File: src/rtl/led_pkg.sv
// Shared definitions for the RGB LED PWM sequencer: mode encodings, colour
// and FSM enums, default timing for the 20 MHz fabric clock.
package led_pkg;

    localparam int PWM_BITS_DEF = 8;
    localparam int STEP_DIV_DEF = 78125;

    localparam logic [1:0] MODE_OFF     = 2'd0;
    localparam logic [1:0] MODE_SOLID   = 2'd1;
    localparam logic [1:0] MODE_BREATHE = 2'd2;
    localparam logic [1:0] MODE_CYCLE   = 2'd3;

    typedef enum logic [1:0] {
        COL_R = 2'd0,
        COL_G = 2'd1,
        COL_B = 2'd2
    } colour_t;

    typedef enum logic [1:0] {
        ST_IDLE      = 2'd0,
        ST_SOLID     = 2'd1,
        ST_RAMP_UP   = 2'd2,
        ST_RAMP_DOWN = 2'd3
    } state_t;

    function automatic colour_t next_colour(input colour_t c);
        case (c)
            COL_R:   next_colour = COL_G;
            COL_G:   next_colour = COL_B;
            default: next_colour = COL_R;
        endcase
    endfunction

    // One-hot channel select ordered {blue, green, red}.
    function automatic logic [2:0] colour_mask(input colour_t c);
        case (c)
            COL_G:   colour_mask = 3'b010;
            COL_B:   colour_mask = 3'b100;
            default: colour_mask = 3'b001;
        endcase
    endfunction

    // Entry state when leaving IDLE or restarting after a mode change.
    function automatic state_t start_state(input logic [1:0] m);
        case (m)
            MODE_SOLID:   start_state = ST_SOLID;
            MODE_BREATHE: start_state = ST_RAMP_UP;
            MODE_CYCLE:   start_state = ST_RAMP_UP;
            default:      start_state = ST_IDLE;
        endcase
    endfunction

endpackage

File: src/rtl/led_pwm_sequencer_pwm_gen.sv
// PWM generator: free-running period counter, duty and channel select latched
// only at the period boundary, and a registered compare per channel.
module pwm_gen #(
    parameter int PWM_BITS = 8,
    parameter int CHANNELS = 3
) (
    input  logic                clk,
    input  logic                rst_n,
    input  logic [PWM_BITS-1:0] duty,
    input  logic [CHANNELS-1:0] sel,
    output logic [CHANNELS-1:0] pwm
);

    localparam logic [PWM_BITS-1:0] MAX = '1;
    localparam logic [PWM_BITS-1:0] ONE = {{(PWM_BITS-1){1'b0}}, 1'b1};

    logic [PWM_BITS-1:0] pwm_cnt_reg;
    logic [PWM_BITS-1:0] duty_applied_reg;
    logic [CHANNELS-1:0] sel_applied_reg;
    logic [CHANNELS-1:0] pwm_reg;
    logic [CHANNELS-1:0] pwm_next;
    logic                period_end;
    logic                active;

    assign period_end = (pwm_cnt_reg == MAX);
    assign active     = (pwm_cnt_reg < duty_applied_reg);

    // Colour is latched alongside duty so a colour switch never truncates a period.
    genvar gi;
    generate
        for (gi = 0; gi < CHANNELS; gi++) begin : g_ch
            assign pwm_next[gi] = sel_applied_reg[gi] & active;
        end
    endgenerate

    always_ff @(posedge clk) begin
        if (!rst_n) begin
            pwm_cnt_reg      <= '0;
            duty_applied_reg <= '0;
            sel_applied_reg  <= '0;
            pwm_reg          <= '0;
        end else begin
            pwm_cnt_reg <= pwm_cnt_reg + ONE;
            pwm_reg     <= pwm_next;
            if (period_end) begin
                duty_applied_reg <= duty;
                sel_applied_reg  <= sel;
            end
        end
    end

    assign pwm = pwm_reg;

endmodule

File: src/rtl/led_pwm_sequencer.sv
// RGB LED sequencer: step prescaler, mode FSM (off/solid/breathe/colour cycle)
// and colour routing into a single shared PWM generator.
module led_pwm_sequencer
    import led_pkg::*;
#(
    parameter int PWM_BITS = PWM_BITS_DEF,
    parameter int STEP_DIV = STEP_DIV_DEF
) (
    input  logic       clk,
    input  logic       rst_n,
    input  logic       en,
    input  logic [1:0] mode,
    output logic       redled,
    output logic       greenled,
    output logic       blueled,
    output logic       cycle_done
);

    localparam int PS_W = (STEP_DIV > 1) ? $clog2(STEP_DIV) : 1;
    localparam logic [PS_W-1:0]     PS_LAST = PS_W'(STEP_DIV - 1);
    localparam logic [PS_W-1:0]     PS_ONE  = {{(PS_W-1){1'b0}}, 1'b1};
    localparam logic [PWM_BITS-1:0] MAX     = '1;
    localparam logic [PWM_BITS-1:0] ONE     = {{(PWM_BITS-1){1'b0}}, 1'b1};

    logic [PS_W-1:0]     prescaler_reg;
    logic                step_tick;
    state_t              state_reg;
    colour_t             colour_reg;
    logic [PWM_BITS-1:0] duty_reg;
    logic [1:0]          mode_q_reg;
    logic                cycle_done_reg;
    logic [2:0]          pwm;
    logic                abort;
    logic                restart;

    assign step_tick = (prescaler_reg == PS_LAST);

    always_ff @(posedge clk) begin
        if (!rst_n) begin
            prescaler_reg <= '0;
        end else if (step_tick) begin
            prescaler_reg <= '0;
        end else begin
            prescaler_reg <= prescaler_reg + PS_ONE;
        end
    end

    assign abort   = !en || (mode == MODE_OFF);
    assign restart = (mode != mode_q_reg) || (state_reg == ST_IDLE);

    // Abort and restart outrank step_tick, which also swallows cycle_done.
    always_ff @(posedge clk) begin
        if (!rst_n) begin
            state_reg      <= ST_IDLE;
            colour_reg     <= COL_R;
            duty_reg       <= '0;
            mode_q_reg     <= MODE_OFF;
            cycle_done_reg <= 1'b0;
        end else begin
            mode_q_reg     <= mode;
            cycle_done_reg <= 1'b0;
            if (abort) begin
                state_reg  <= ST_IDLE;
                duty_reg   <= '0;
                colour_reg <= COL_R;
            end else if (restart) begin
                state_reg  <= start_state(mode);
                duty_reg   <= '0;
                colour_reg <= COL_R;
            end else begin
                case (state_reg)
                    ST_SOLID: begin
                        duty_reg   <= MAX;
                        colour_reg <= COL_R;
                    end
                    ST_RAMP_UP: begin
                        if (step_tick) begin
                            if (duty_reg == MAX) begin
                                state_reg <= ST_RAMP_DOWN;
                            end else begin
                                duty_reg <= duty_reg + ONE;
                            end
                        end
                    end
                    ST_RAMP_DOWN: begin
                        if (step_tick) begin
                            if (duty_reg <= ONE) begin
                                duty_reg       <= '0;
                                cycle_done_reg <= 1'b1;
                                state_reg      <= ST_RAMP_UP;
                                if (mode == MODE_CYCLE) begin
                                    colour_reg <= next_colour(colour_reg);
                                end
                            end else begin
                                duty_reg <= duty_reg - ONE;
                            end
                        end
                    end
                    default: begin
                        state_reg <= ST_IDLE;
                        duty_reg  <= '0;
                    end
                endcase
            end
        end
    end

    pwm_gen #(
        .PWM_BITS (PWM_BITS),
        .CHANNELS (3)
    ) u_pwm_gen (
        .clk   (clk),
        .rst_n (rst_n),
        .duty  (duty_reg),
        .sel   (colour_mask(colour_reg)),
        .pwm   (pwm)
    );

    assign redled     = pwm[0];
    assign greenled   = pwm[1];
    assign blueled    = pwm[2];
    assign cycle_done = cycle_done_reg;

endmodule

File: config.mk
export PLATFORM = sky130hd
export DESIGN_NAME = led_pwm_sequencer
export DESIGN_NICKNAME = d
export VERILOG_FILES = /design/src/rtl/led_pkg.sv /design/src/rtl/led_pwm_sequencer_pwm_gen.sv /design/src/rtl/led_pwm_sequencer.sv
export SDC_FILE = /design/constraint.sdc
export NUM_CORES = 1
export LEC_CHECK = 0
export BUFFER_PORTS_ARGS = -buffer_cell sky130_fd_sc_hd__buf_2
export CAP_MARGIN = 20
export CORE_MARGIN = 4
export CORE_UTILIZATION = 56
export DETAILED_ROUTE_END_ITERATION = 8
export PLACE_DENSITY = 0.8
export REMOVE_ABC_BUFFERS = 1
export SLEW_MARGIN = 0
export SYNTH_ARGS = -nofsm -noshare
export SYNTH_HDL_FRONTEND = slang
export SYNTH_SLANG_ARGS = --single-unit
File: constraint.sdc
create_clock -name clk -period 1.8 [get_ports clk]
set_input_delay 0.18 -clock clk [delete_from_list [all_inputs] [get_ports clk]]
set_output_delay 0.18 -clock clk [all_outputs]
set_load 0.01 [all_outputs]
# After elaboration in Yosys (flattened, before gate mapping)
# Cells that the tools add are included.
op_classes:
  n_lt_le_gt_ge: 2
  n_addsub: 4
  n_bitwise: 6
  eq_ne: 22
  n_reduce_logical: 15
  n_mul: 0
  n_div: 0
  mux: 19
  shifts: 0
ops:
  columns: ["op", "n"]
  rows:
  - ["8-bit two-way mux", 4]
  - ["8-bit one-hot mux with 3 select lines", 1]
  - ["17-bit by 1-bit adder with 17-bit output (second input constant)", 1]
  - ["17-bit == test (second input constant)", 1]
  - ["8-bit by 1-bit adder with 8-bit output (second input constant)", 2]
  - ["8-bit == test (second input constant)", 2]
  - ["2-bit two-way mux", 8]
  - ["2-bit inequality test (second input constant)", 6]
  - ["3-bit inequality test (second input constant)", 4]
  - ["2-bit one-hot mux with 2 select lines", 3]
  - ["2-bit == test (second input constant)", 5]
  - ["8-bit by 1-bit <= comparator with 1-bit output (second input constant)", 1]
  - ["8-bit less-than comparator", 1]
  - ["8-bit by 1-bit subtractor with 8-bit output (second input constant)", 1]
  - ["2-bit by 1-bit == test with 1-bit output (second input constant)", 3]
  - ["2-bit zero test", 3]
  - ["2-bit one-hot mux with 3 select lines", 1]
  - ["3-bit one-hot mux with 2 select lines", 1]
  - ["2-bit OR reduction", 3]
  - ["5-bit AND reduction", 1]
  - ["5-bit OR reduction", 1]
  - ["4-bit AND reduction", 1]
  - ["1-bit AND", 3]
  - ["1-bit inverter", 3]
  - ["other kinds (7)", 8]
totals:
  mem_count: 0
  latchBits: 0
  ff_bits: 54
  word_cells: 78
  ramBits: 0
  in_bits: 5
  mem_bits_ro: 0
  out_inout_bits: 4

# Longest topological paths before layout
logic_depth:
  depth_word: 6
  depth_mapped: 8
  ltp_nobuf: 7

# By module
# A second synthesis with hierarchy kept.
unflattened:
  cells_unflattened: 341
  hier_area_um2: 2924.1
modules_own_cells:
  columns: ["mod", "cells_each", "seq_area_each_um2", "n_inst", "area_per_inst_um2"]
  rows:
  - ["led_pwm_sequencer", 225, 640.6, 1, 1896.8]
  - ["pwm_gen", 116, 440.4, 1, 1027.2]

# Least setup slack after synthesis
# OpenSTA, ideal clock, no wires.
synth_path:
  path_kind: "reg-to-reg"
  start: "register duty_reg[5]"
  end: "register colour_reg[0]"
  slack_ps: -52
  stages_incl_launch_ff: 7
  t_required_ps: 1681
  n_path_buf: 1
  setup_ps: 119
  synth_period_minus_slack_ps: 1852
  arrival_ps: 1733
  cell_sequence: "dfxtp_1 -> buf_4 -> or3_1 -> or3_1 -> o31a_1 -> o21ai_0 -> a21oi_1"
synth_between:
  elab_chain_len: 3
synth_rtl:
  columns: ["element", "line_no", "text"]
  rows:
  - ["start: declaration", "led_pwm_sequencer.sv:29", "logic [PWM_BITS-1:0] duty_reg;"]
  - ["start signal: assignment", "led_pwm_sequencer.sv:81", "duty_reg <= duty_reg + ONE;"]
  - ["start signal: assignment", "led_pwm_sequencer.sv:95", "duty_reg <= duty_reg - ONE;"]
  - ["8-bit by 1-bit <= comparator with 1-bit output", "led_pwm_sequencer.sv:87", "if (duty_reg <= ONE) begin"]
  - ["2-bit inequality test (no line)", null, null]
  - ["4-bit AND reduction (no line)", null, null]
  - ["end signal: assignment", "led_pwm_sequencer.sv:92", "colour_reg <= next_colour(colour_reg);"]
  - ["end: declaration", "led_pwm_sequencer.sv:28", "colour_t colour_reg;"]
# Every way passes these cells.
# A chain may end at the register's enable or synchronous reset.

# Worst setup path after layout
layout_path:
  start: "register duty_reg[3]"
  end: "register duty_reg[6]"
layout_between:
  elab_chain_len: 4
  word_cells_on_any_way: 11
  cone_classes: "add/sub (2); order compare (1); eq/ne (2); mux (5); reduce/logical (1)"
layout_rtl:
  columns: ["element", "line_no", "text"]
  rows:
  - ["8-bit by 1-bit subtractor with 8-bit output (tied with other cells)", "led_pwm_sequencer.sv:95", null]
  - ["8-bit two-way mux (on tied branches)", "led_pwm_sequencer.sv:87, led_pwm_sequencer.sv:78", null]
  - ["8-bit two-way mux (on tied branches)", "led_pwm_sequencer.sv:86, led_pwm_sequencer.sv:77", null]
  - ["8-bit one-hot mux with 3 select lines", "led_pwm_sequencer.sv:71", "case (state_reg)"]
# Several ways; a longest one is shown, not always the timed one. The select of a mux whose other input is x is not followed.

==> summary.txt <==
Outcome
  – Outcome: completed

Timing
  – Post-route minimum period: 1.77 ns
  – Fin. Hold Viols: 0
  – # setup viols final: 0
  – Worst hold slack: 0.134 ns
  – Setup TNS: 0 ns
  – Tcrit/Tclk final: 0.981
  – Max-slew violations: 0
  – Max-slew headroom: 0.732
  – Least-Margin Pin Slew: 0.397 ns
  – Max Freq: 567 MHz
  – Clk_skew: 0.0103 ns
  – Unrepaired setup endpoints after global routing: true

Logic synthesis
  – Synth async-reset ratio: 0
  – Avg Cell Area, Syn: 8.57 sq um
  – Mapped Cells: 335
  – Netlist cell types: 55
  – Seq cells post-synth: 54
  – Post-synth EDFFs: 0
  – Sequential area share after synthesis: 0.376
  – Post-synth top flop: dfxtp_1
  – Post-Syn Area: 2870 sq um
  – Ys Warns: 0

CTS
  – Cts bufs inserted: 5
  – Clock slew at reported path FFs: 0.09 ns
  – Clock Path Buffers: 2
  – Worst skew pair latency: 0.31 ns
  – # H-tree levels: 2
  – CTS root buf: clkbuf_8
  – CTS Hold Bufs: 0
  – Clock sinks: 54
  – CTS tree: built

Routing
  – Vias per inst: 5.80
  – Final WL: 6790 um
  – Drt wl/cell: 15.3 um
  – Iter 0 DRT Violations: 154
  – Residual DRC: 0
  – Antenna Violating Nets Remaining: 0
  – DR vias: 2582
  – DRT Pass-1 Iters: 4

Place
  – GP Congestion: 0.950
  – Post-Place Cells: 435
  – IO buf count: 8
  – Post-detail-place hpwl: 4820 um

Die
  – Row cnt: 25
  – Die Y: 79.6 um
  – Core ar.: 4850 sq um
  – Ports: 9
  – Starting Density: 0.592
  – Die ar.: 6340 sq um
  – Die X: 79.6 um

Final layout
  – Max FFs per register: 17
  – Antenna diodes: 0
  – Most common cell after layout, fill and taps aside: dfxtp_1
  – Share of cells above drive strength 1: 0.214
  – Layout area overhead: 19.3%
  – Commonest non-fill, non-tap cells in the layout: 51 x dfxtp_1, 40 x buf_4, 26 x nand2_1
  – Final Util: 0.707
  – Total Nets Final: 399
  – Non-filler cells, final: 445

Hold path
  – Hold WC Path Type: in -> reg

Power and ir drop
  – Total power divided by cell area: 632 nW/um^2
  – P_leak: 1.28 nW
  – Net Sw Power: 0.477 mW
  – Flop pwr share: 0.564
  – Peak supply drop: 0.533 mV
  – Switch share: 0.221
  – Gate power share: 0.065
  – Int Power: 1.69 mW
  – Clk pwr share: 0.371

Worst setup path
  – Critical Path AT: 2.00 ns
  – CP max FO: 3
  – Startpoint type of the worst setup path: register
  – Worst EP required: 2.04 ns
  – CP endpoint kind: register
  – WS Path Type: reg -> reg

Global routing
  – Vias in the first global route: 2565
  – Initial antenna violation count: 0
  – Global-route wire length before repair: 11600 um
  – Total grt overflow: 0
  – Largest net degree at the start of global routing: 28
  – GRT Overall Usage: 0.229

Job
  – # Max-Cap Violations: 0
-- area by class of cell --
| type | count | area [sq um] |
|---|---|---|
| clock buffer | 6 | 72.6 |
| clock inverter | 2 | 37.5 |
| sequential | 54 | 1090 |
| inverter | 19 | 71.3 |
| fill | 398 | 1420 |
| tap | 67 | 83.8 |
| multi-input combinational | 249 | 1730 |
| timing repair buffer | 48 | 340 |
-- power groups by stage --
stage,clock network (mW),logic [mW],registers (mW)
after global placement,0,0.125,1.25
after global routing,0.882,0.157,1.22
after detailed placement,0,0.129,1.25
after floorplan,0,0.0663,1.25
after CTS,0.820,0.132,1.22
final,0.802,0.141,1.22
-- cell families (layout without fill, tap and decap cells) --
logic type	Yosys count	in the layout	synth area share
and+or+nand+nor	135	135	0.254
AOI/OAI and AO/OA	66	66	0.149
DFF	54	54	0.376
buffers and inverters	32	75	0.0479
xor gates and xnor gates	21	21	0.0641
adders and majority gates	17	17	0.0741
muxes	10	10	0.0349
-- metal layers --
metal	GRT usage	vias to the layer above	wire, um	share of wire
li1	-	1275	-	-
met1	0.287	1208	2960	0.44
met2	0.389	73	3280	0.48
met3	0.0406	26	309	0.046
met4	0.0893	0	239	0.035
met5	0	-	0	0
-- cells in the mapped netlist (all sizes together), types with 2 or more instances --
cell | n | share of area
a211oi | 4 | 0.010
a21boi | 2 | 0.0052
a21o | 3 | 0.0078
a21oi | 20 | 0.035
a311oi | 2 | 0.0061
a32o | 2 | 0.0070
and2 | 8 | 0.018
and3 | 6 | 0.013
and4 | 2 | 0.0061
and4b | 2 | 0.0070
buf | 6 | 0.014
clkbuf | 7 | 0.0092
dfxtp | 54 | 0.38
ha | 17 | 0.074
inv | 18 | 0.024
mux2i | 10 | 0.035
nand2 | 26 | 0.034
nand3 | 17 | 0.030
nand4 | 6 | 0.013
nor2 | 21 | 0.027
nor2b | 13 | 0.028
nor3 | 12 | 0.023
nor4 | 3 | 0.0065
o211a | 2 | 0.0070
o21ai | 17 | 0.030
o311ai | 2 | 0.0061
o31a | 2 | 0.0061
or3 | 11 | 0.024
or4b | 2 | 0.0070
xnor2 | 14 | 0.043
xor2 | 7 | 0.021
-- through the flow --
stage | power, mW | setup slack [ns] | instance area, sq um
after floorplan | 1.32 | -0.0846 | 2810
after global placement | 1.37 | 0.00808 | 3210
after detailed placement | 1.38 | -0.0229 | 3210
after CTS | 2.17 | -0.00357 | 3350
after global routing | 2.26 | -0.0301 | 3430
final | 2.16 | 0.0349 | 3430
-- final timing paths --
path                                                   start  slack, ns                to  depth (start not counted)
worst max-delay path                             duty_reg[3]       0.03       duty_reg[6]                          6
worst min-delay path                                      en       0.13      state_reg[1]                          3
worst max register to register                   duty_reg[3]       0.03       duty_reg[6]                          6
worst min register to register  u_pwm_gen.sel_applied_reg[1]       0.44  u_pwm_gen.pwm[1]                          2
-- worst max-delay path, cell delays in order, from the launching register on --
cell     delay [ns]
dfxtp_1        0.34
or3_4          0.40
buf_4          0.16
or4_1          0.46
a21oi_1        0.13
nor3_1         0.08
o21ai_1        0.13
-- repair_timing --
action	4_1_cts	5_1_grt
pin swaps	0	12
buffers inserted	0	2
gates resized for setup	5	22
setup endpoints to repair	7	10
cloned	0	0
(Power assumes the default switching activity.)
